`config.mk`:
```
export PLATFORM = sky130hd
export DESIGN_NAME = shiftreg_seq_ctrl
export DESIGN_NICKNAME = d
export VERILOG_FILES = /design/src/rtl/shiftreg_seq_ctrl.sv
export SDC_FILE = /design/constraint.sdc
export NUM_CORES = 1
export LEC_CHECK = 0
export ABC_AREA = 1
export CELL_PAD_IN_SITES_DETAIL_PLACEMENT = 1
export CELL_PAD_IN_SITES_GLOBAL_PLACEMENT = 1
export CORE_MARGIN = 2
export CORE_UTILIZATION = 33
export CTS_CLUSTER_SIZE = 8
export DETAILED_ROUTE_END_ITERATION = 8
export HOLD_SLACK_MARGIN = 0.15
export PLACE_DENSITY_LB_ADDON = 0.1
export REMOVE_ABC_BUFFERS = 1
export SETUP_SLACK_MARGIN = 0.2
export SLEW_MARGIN = 20
export SYNTH_ARGS = -nofsm -noshare
export SYNTH_HDL_FRONTEND = slang
export SYNTH_SLANG_ARGS = --single-unit
```
`constraint.sdc`:
```
create_clock -name CLK -period 2.64 [get_ports CLK]
set_clock_uncertainty 0.2 [all_clocks]
set_input_delay 0.792 -clock CLK [delete_from_list [all_inputs] [get_ports CLK]]
set_output_delay 0.792 -clock CLK [all_outputs]
set_load 0.01 [all_outputs]
```
`src/rtl/shiftreg_seq_ctrl.sv`:
```
// shiftreg_seq_ctrl: transaction sequencer for the enhanced 4-bit shift register.
// Each accepted command parallel-loads a nibble, then runs COUNT shift/rotate
// cycles, feeding S_IN from SIN_WORD and capturing every S_OUT bit. When the
// command finishes, it returns the final Q with a one-cycle DONE pulse.
// Optional feature macro: SHIFTREG_SEQ_ABORT_EN adds the ABORT input and the
// ABORTED output.

module shiftreg_seq_ctrl #(
  parameter int CW = 3,
  parameter int W  = 2**CW
) (
  input  logic          CLK,
  input  logic          RESET,
  input  logic          START,
  input  logic [1:0]    OP,
  input  logic          DIR_REQ,
  input  logic [3:0]    DATA_IN,
  input  logic [W-1:0]  SIN_WORD,
  input  logic [CW-1:0] COUNT,
  output logic          READY,
  output logic          DONE,
  output logic          ERR,
  output logic [W-1:0]  CAPTURE,
  output logic [3:0]    Q_FINAL,
  output logic          ENB,
  output logic          DIR,
  output logic          S_IN,
  output logic [1:0]    MODO,
  output logic [3:0]    D,
  input  logic [3:0]    Q,
  input  logic          S_OUT
`ifdef SHIFTREG_SEQ_ABORT_EN
  ,
  input  logic          ABORT,
  output logic          ABORTED
`endif
);

  typedef enum logic [1:0] {
    S_IDLE  = 2'd0,
    S_LOAD  = 2'd1,
    S_SHIFT = 2'd2,
    S_FIN   = 2'd3
  } state_t;

  state_t state_r, state_next_s;

  // Command fields latched on accept
  logic          op_rot_r;
  logic          dir_lat_r;
  logic [W-1:0]  word_r;
  logic [CW-1:0] count_r;
  logic [CW-1:0] idx_r;

  // Registered outputs
  logic [W-1:0]  capture_r;
  logic [3:0]    q_final_r;
  logic          done_r, err_r, ready_r;
  logic          enb_r, dir_r, s_in_r;
  logic [1:0]    modo_r;
  logic [3:0]    d_r;

  // Next values for the shift register controls
  logic          enb_next_s, dir_next_s, s_in_next_s;
  logic [1:0]    modo_next_s;
  logic [3:0]    d_next_s;
  logic [CW-1:0] sin_idx_s;
  logic [CW-1:0] last_idx_s;

  logic          accept_s, illegal_s, abort_s;

  assign accept_s   = (state_r == S_IDLE) && START && !OP[1];
  assign illegal_s  = (state_r == S_IDLE) && START && OP[1];
  assign last_idx_s = count_r - CW'(1);

`ifdef SHIFTREG_SEQ_ABORT_EN
  assign abort_s = ABORT && ((state_r == S_LOAD) || (state_r == S_SHIFT));
`else
  assign abort_s = 1'b0;
`endif

  // Next-state logic for the IDLE/LOAD/SHIFT/FIN sequencer
  always_comb begin
    state_next_s = state_r;
    case (state_r)
      S_IDLE: begin
        if (accept_s) begin
          state_next_s = S_LOAD;
        end else begin
          state_next_s = S_IDLE;
        end
      end
      S_LOAD: begin
        if (abort_s) begin
          state_next_s = S_FIN;
        end else if (count_r != {CW{1'b0}}) begin
          state_next_s = S_SHIFT;
        end else begin
          state_next_s = S_FIN;
        end
      end
      S_SHIFT: begin
        if (abort_s) begin
          state_next_s = S_FIN;
        end else if (idx_r == last_idx_s) begin
          state_next_s = S_FIN;
        end else begin
          state_next_s = S_SHIFT;
        end
      end
      S_FIN: begin
        state_next_s = S_IDLE;
      end
      default: begin
        state_next_s = S_IDLE;
      end
    endcase
  end

  // Decode the shift register controls for the cycle being entered
  always_comb begin
    enb_next_s  = 1'b0;
    modo_next_s = 2'b00;
    dir_next_s  = 1'b0;
    s_in_next_s = 1'b0;
    d_next_s    = 4'b0000;
    // Serial bit for the upcoming shift: index 0 on entry, else the next index
    if (state_r == S_SHIFT) begin
      sin_idx_s = idx_r + CW'(1);
    end else begin
      sin_idx_s = {CW{1'b0}};
    end
    case (state_next_s)
      S_LOAD: begin
        enb_next_s  = 1'b1;
        modo_next_s = 2'b10;
        d_next_s    = DATA_IN;
      end
      S_SHIFT: begin
        enb_next_s  = 1'b1;
        modo_next_s = {1'b0, op_rot_r};
        dir_next_s  = dir_lat_r;
        s_in_next_s = word_r[sin_idx_s];
      end
      default: begin
        enb_next_s  = 1'b0;
      end
    endcase
  end

  // State register, handshake pulses and registered shift register controls
  always_ff @(posedge CLK) begin
    if (RESET) begin
      state_r <= S_IDLE;
      ready_r <= 1'b1;
      done_r  <= 1'b0;
      err_r   <= 1'b0;
      enb_r   <= 1'b0;
      modo_r  <= 2'b00;
      dir_r   <= 1'b0;
      s_in_r  <= 1'b0;
      d_r     <= 4'b0000;
    end else begin
      state_r <= state_next_s;
      ready_r <= (state_next_s == S_IDLE);
      done_r  <= (state_r == S_FIN);
      err_r   <= illegal_s;
      enb_r   <= enb_next_s;
      modo_r  <= modo_next_s;
      dir_r   <= dir_next_s;
      s_in_r  <= s_in_next_s;
      d_r     <= d_next_s;
    end
  end

  // Command latch, shift index, serial capture and final Q snapshot
  always_ff @(posedge CLK) begin
    if (RESET) begin
      op_rot_r  <= 1'b0;
      dir_lat_r <= 1'b0;
      word_r    <= {W{1'b0}};
      count_r   <= {CW{1'b0}};
      idx_r     <= {CW{1'b0}};
      capture_r <= {W{1'b0}};
      q_final_r <= 4'b0000;
    end else begin
      if (accept_s) begin
        op_rot_r  <= OP[0];
        dir_lat_r <= DIR_REQ;
        word_r    <= SIN_WORD;
        count_r   <= COUNT;
      end
      case (state_r)
        S_LOAD: begin
          capture_r <= {W{1'b0}};
          idx_r     <= {CW{1'b0}};
        end
        S_SHIFT: begin
          // An aborted cycle has ENB low, so nothing moved and nothing is captured
          if (!abort_s) begin
            capture_r[idx_r] <= S_OUT;
            idx_r            <= idx_r + CW'(1);
          end
        end
        S_FIN: begin
          q_final_r <= Q;
        end
        default: begin
        end
      endcase
    end
  end

`ifdef SHIFTREG_SEQ_ABORT_EN
  logic aborted_pend_r;
  logic aborted_r;

  // Remember an abort until FIN, then pulse ABORTED alongside DONE
  always_ff @(posedge CLK) begin
    if (RESET) begin
      aborted_pend_r <= 1'b0;
      aborted_r      <= 1'b0;
    end else begin
      if (accept_s) begin
        aborted_pend_r <= 1'b0;
      end else if (abort_s) begin
        aborted_pend_r <= 1'b1;
      end
      aborted_r <= (state_r == S_FIN) && aborted_pend_r;
    end
  end

  assign ABORTED = aborted_r;
`endif

  // ENB drops in the same cycle as ABORT; abort_s is tied low otherwise
  assign ENB     = enb_r & ~abort_s;
  assign MODO    = modo_r;
  assign DIR     = dir_r;
  assign S_IN    = s_in_r;
  assign D       = d_r;
  assign READY   = ready_r;
  assign DONE    = done_r;
  assign ERR     = err_r;
  assign CAPTURE = capture_r;
  assign Q_FINAL = q_final_r;

endmodule

```
==> results.md <==
- Worst Hold Class: register to register
- Worst reg-to-reg path cell count: 12
- Tot GR Track Use: 0.160
- Yosys reg bits: 42
- WP data arrival: 2200 ps
- Fill cells: 633
- Syn Std Cell Area: 0.00175 mm²
- Power Internal: 1.56 mW
- Top_reg_cell synth: dfxtp_1
- Post-layout minimum cycle time: 2210 ps
- Longest Clk Path Bufs: 2
- Core box area: 0.00511 mm²
- Clock share of power: 0.266
- Die Wd: 76.9 µm
- Area leader, netlist: dfxtp_1
- DP HPWL: 3200 µm
- Post-CTS Setup Inserts: 0
- Ratio of final minimum period to clock period: 0.837
- Combinational Power Share: 0.385
- Routed vias/inst: 4.66
- Drt first pass iters: 4
- Status: finished, final reports clean
- Most common cell in the netlist: dfxtp_1
- Relative max-transition margin: 0.789
- Setup crit end: MODO[0]
- Antenna violations before repair: 0
- Final hold violations: 0
- Worst-path maximum fanout: 4
- Vias in the first global route: 1667
- Fin. max-slew vios: 0
- CTS Sinks: 42
- Reg2reg end: MODO[0]
- Max_cap viols: 0
- Nets: 316
- First-pass GRT wire length: 7600 µm
- Share of cells above drive strength 1: 0.0714
- CTS Buf Count: 5
- Area growth syn-to-layout: 42.6%
- WHS: 245 ps
- Antenna Nets Post-Route: 0
- # IOs: 50
- Worst R2R Start: count_r[0]
- Dpl cells: 342
- Multi-input logic area: 782 µm²
- # setup viols final: 0
- Syn avg cell area: 7.79 µm²
- FF/Latch Area: 841 µm²
- Clock Root Buffer: clkbuf_8
- DRT Wirelength: 4230 µm
- DIE HEIGHT: 76.9 µm
- Clock Latency Late Sink: 300 ps
- Net switching power: 0.817 mW
- Aggregate negative setup slack: 0 ps
- Worst Max-Slew Pin Slew: 317 ps
- Largest net degree at the start of global routing: 22
- Main area contributors after synthesis: dfxtp_1 (48%), nor2_1 (8.6%), ha_1 (7.9%)
- CP Class: register to register
- Die area: 0.00591 mm²
- Flop pwr share: 0.349
- CTS tree: yes
- Final non-filler cell total: 350
- Power Density: 951 mW/mm²
- RSZ-0062 raised after global routing: false
- YS warnings: 0
- Drt wl/cell: 12.1 µm
- Post-synth EDFFs: 0
- Antenna cells: 0
- Max IR drop VDD: 0.000329 V
- CP Capture Type: register
- Sw Ratio: 0.344
- FFs w/ async S/R, synth: 0
- Leak: 1.06 nW
- Worst Setup Slack, final: 430 ps
- Place WS: 100 ps
- Final GP Congestion: 0.716
- Row count: 26
- Startpoint Class: register
- Top cell type's share of synthesized area: 0.480
- Starting density of the core: 0.343
- Mapped Cells: 225
- Tot Pwr: 2.38 mW
- DRC viols: 0
- Grt ovf: 0
- Clk pin slew, worst setup/hold paths: 80 ps
- DR iter-0 viols: 68
- Critical Path Start: count_r[0]
- Critical path required time: 2630 ps
- Post-synth top cells: dfxtp_1 (42), nor2_1 (40), inv_1 (28), nand2_1 (28), o21ai_0 (23)
- Number of port buffers: 49
- Seq/Total Area, Yosys: 0.480
- Depth of the CTS H-tree: 2
- Via count: 1631
- Register-to-register setup slack: 430 ps
- Fmax: 453 MHz
- Netlist cell types: 22
==> worst min path at each step <==
stage	to	startpoint	depth (start not counted)
2_1_floorplan	DIR	dir_lat_r	2
3_3_place_gp	DIR	dir_lat_r	2
3_5_place_dp	DIR	dir_lat_r	2
4_1_cts	DIR	dir_lat_r	2
5_1_grt	DIR	dir_lat_r	2
6_report	DIR	dir_lat_r	2
==> power groups by stage <==
| stage | Clock, mW | Combinational [mW] | Sequential, mW |
|---|---|---|---|
| finish | 0.631 | 0.916 | 0.830 |
| global route | 0.671 | 1.06 | 0.848 |
| CTS | 0.643 | 0.880 | 0.833 |
| detailed placement | 0 | 0.857 | 0.847 |
| global placement | 0 | 0.835 | 0.846 |
| floorplan | 0 | 0.502 | 0.860 |
==> registers in the layout (all words and copies together), names as in the netlist <==
name       count
op_rot_r       1
word_r         8
Q_FINAL        4
ERR            1
ENB            1
D              4
READY          1
CAPTURE        8
state_r        2
dir_lat_r      1
count_r        3
MODO           2
idx_r          3
DONE           1
S_IN           1
DIR            1
==> cells by family after synthesis <==
logic type                 count (synthesis)  synth area share
and+or+nand+nor                           90             0.219
buffers and inverters                     36            0.0821
adders and majority gates                 11            0.0786
AOI/OAI and AO/OA                         46             0.140
DFF                                       42             0.480
==> through the flow <==
step                      instance area, µm²  utilization
after global routing                    2500        0.489
after detailed placement                2340        0.458
after CTS                               2480        0.486
final                                   2500        0.489
after floorplan                         1720            -
after global placement                  2340        0.458
==> placed cells by master, fill, tap and decap left out, types with 2 or more instances in the layout <==
cell             count
a21oi_1             14
a22oi_1              6
buf_4                3
bufinv_16            2
clkbuf_8             6
clkdlybuf4s50_1     49
dfxtp_1             42
ha_1                10
inv_1               28
inv_2                2
nand2_1             28
nand3_1              4
nor2_1              39
nor2_2               2
nor3_1              12
o21ai_0             23
o21ai_1              3
==> critical path, stage by stage, from the launching register on <==
cell and delay, ps:
dfxtp_1 350, inv_1 80, ha_1 200, ha_1 290, nand2_1 70, inv_1 40
nor2_1 80, nand3_1 90, nand3_1 80, nand2_1 130, ha_4 310, nor2_2 50
and3_1 130
==> cell type report <==
class                           count  share of cell area
Multi-Input combinational cell    147               0.313
Clock inverter                      2              0.0240
Sequential cell                    42               0.337
Inverter                           30              0.0451
Clock buffer                        6              0.0330
Tap cell                           70              0.0351
Timing Repair Buffer               53               0.213
==> per-layer routing <==
metal  vias up  global-route usage  share of wire
met1       764               0.200           0.50
li1        827                   -              -
met3         6              0.0435          0.044
met4         0              0.0600          0.015
met2        34               0.261           0.44
met5         -                   0              0
==> repair_timing <==
action / in CTS / in global routing
resized for setup: 0 / 2
hold buffers: 0 / 0
endpoints found under the hold margin: 0 / 0
setup endpoints to repair: 0 / 2
(Power assumes the default switching activity.)
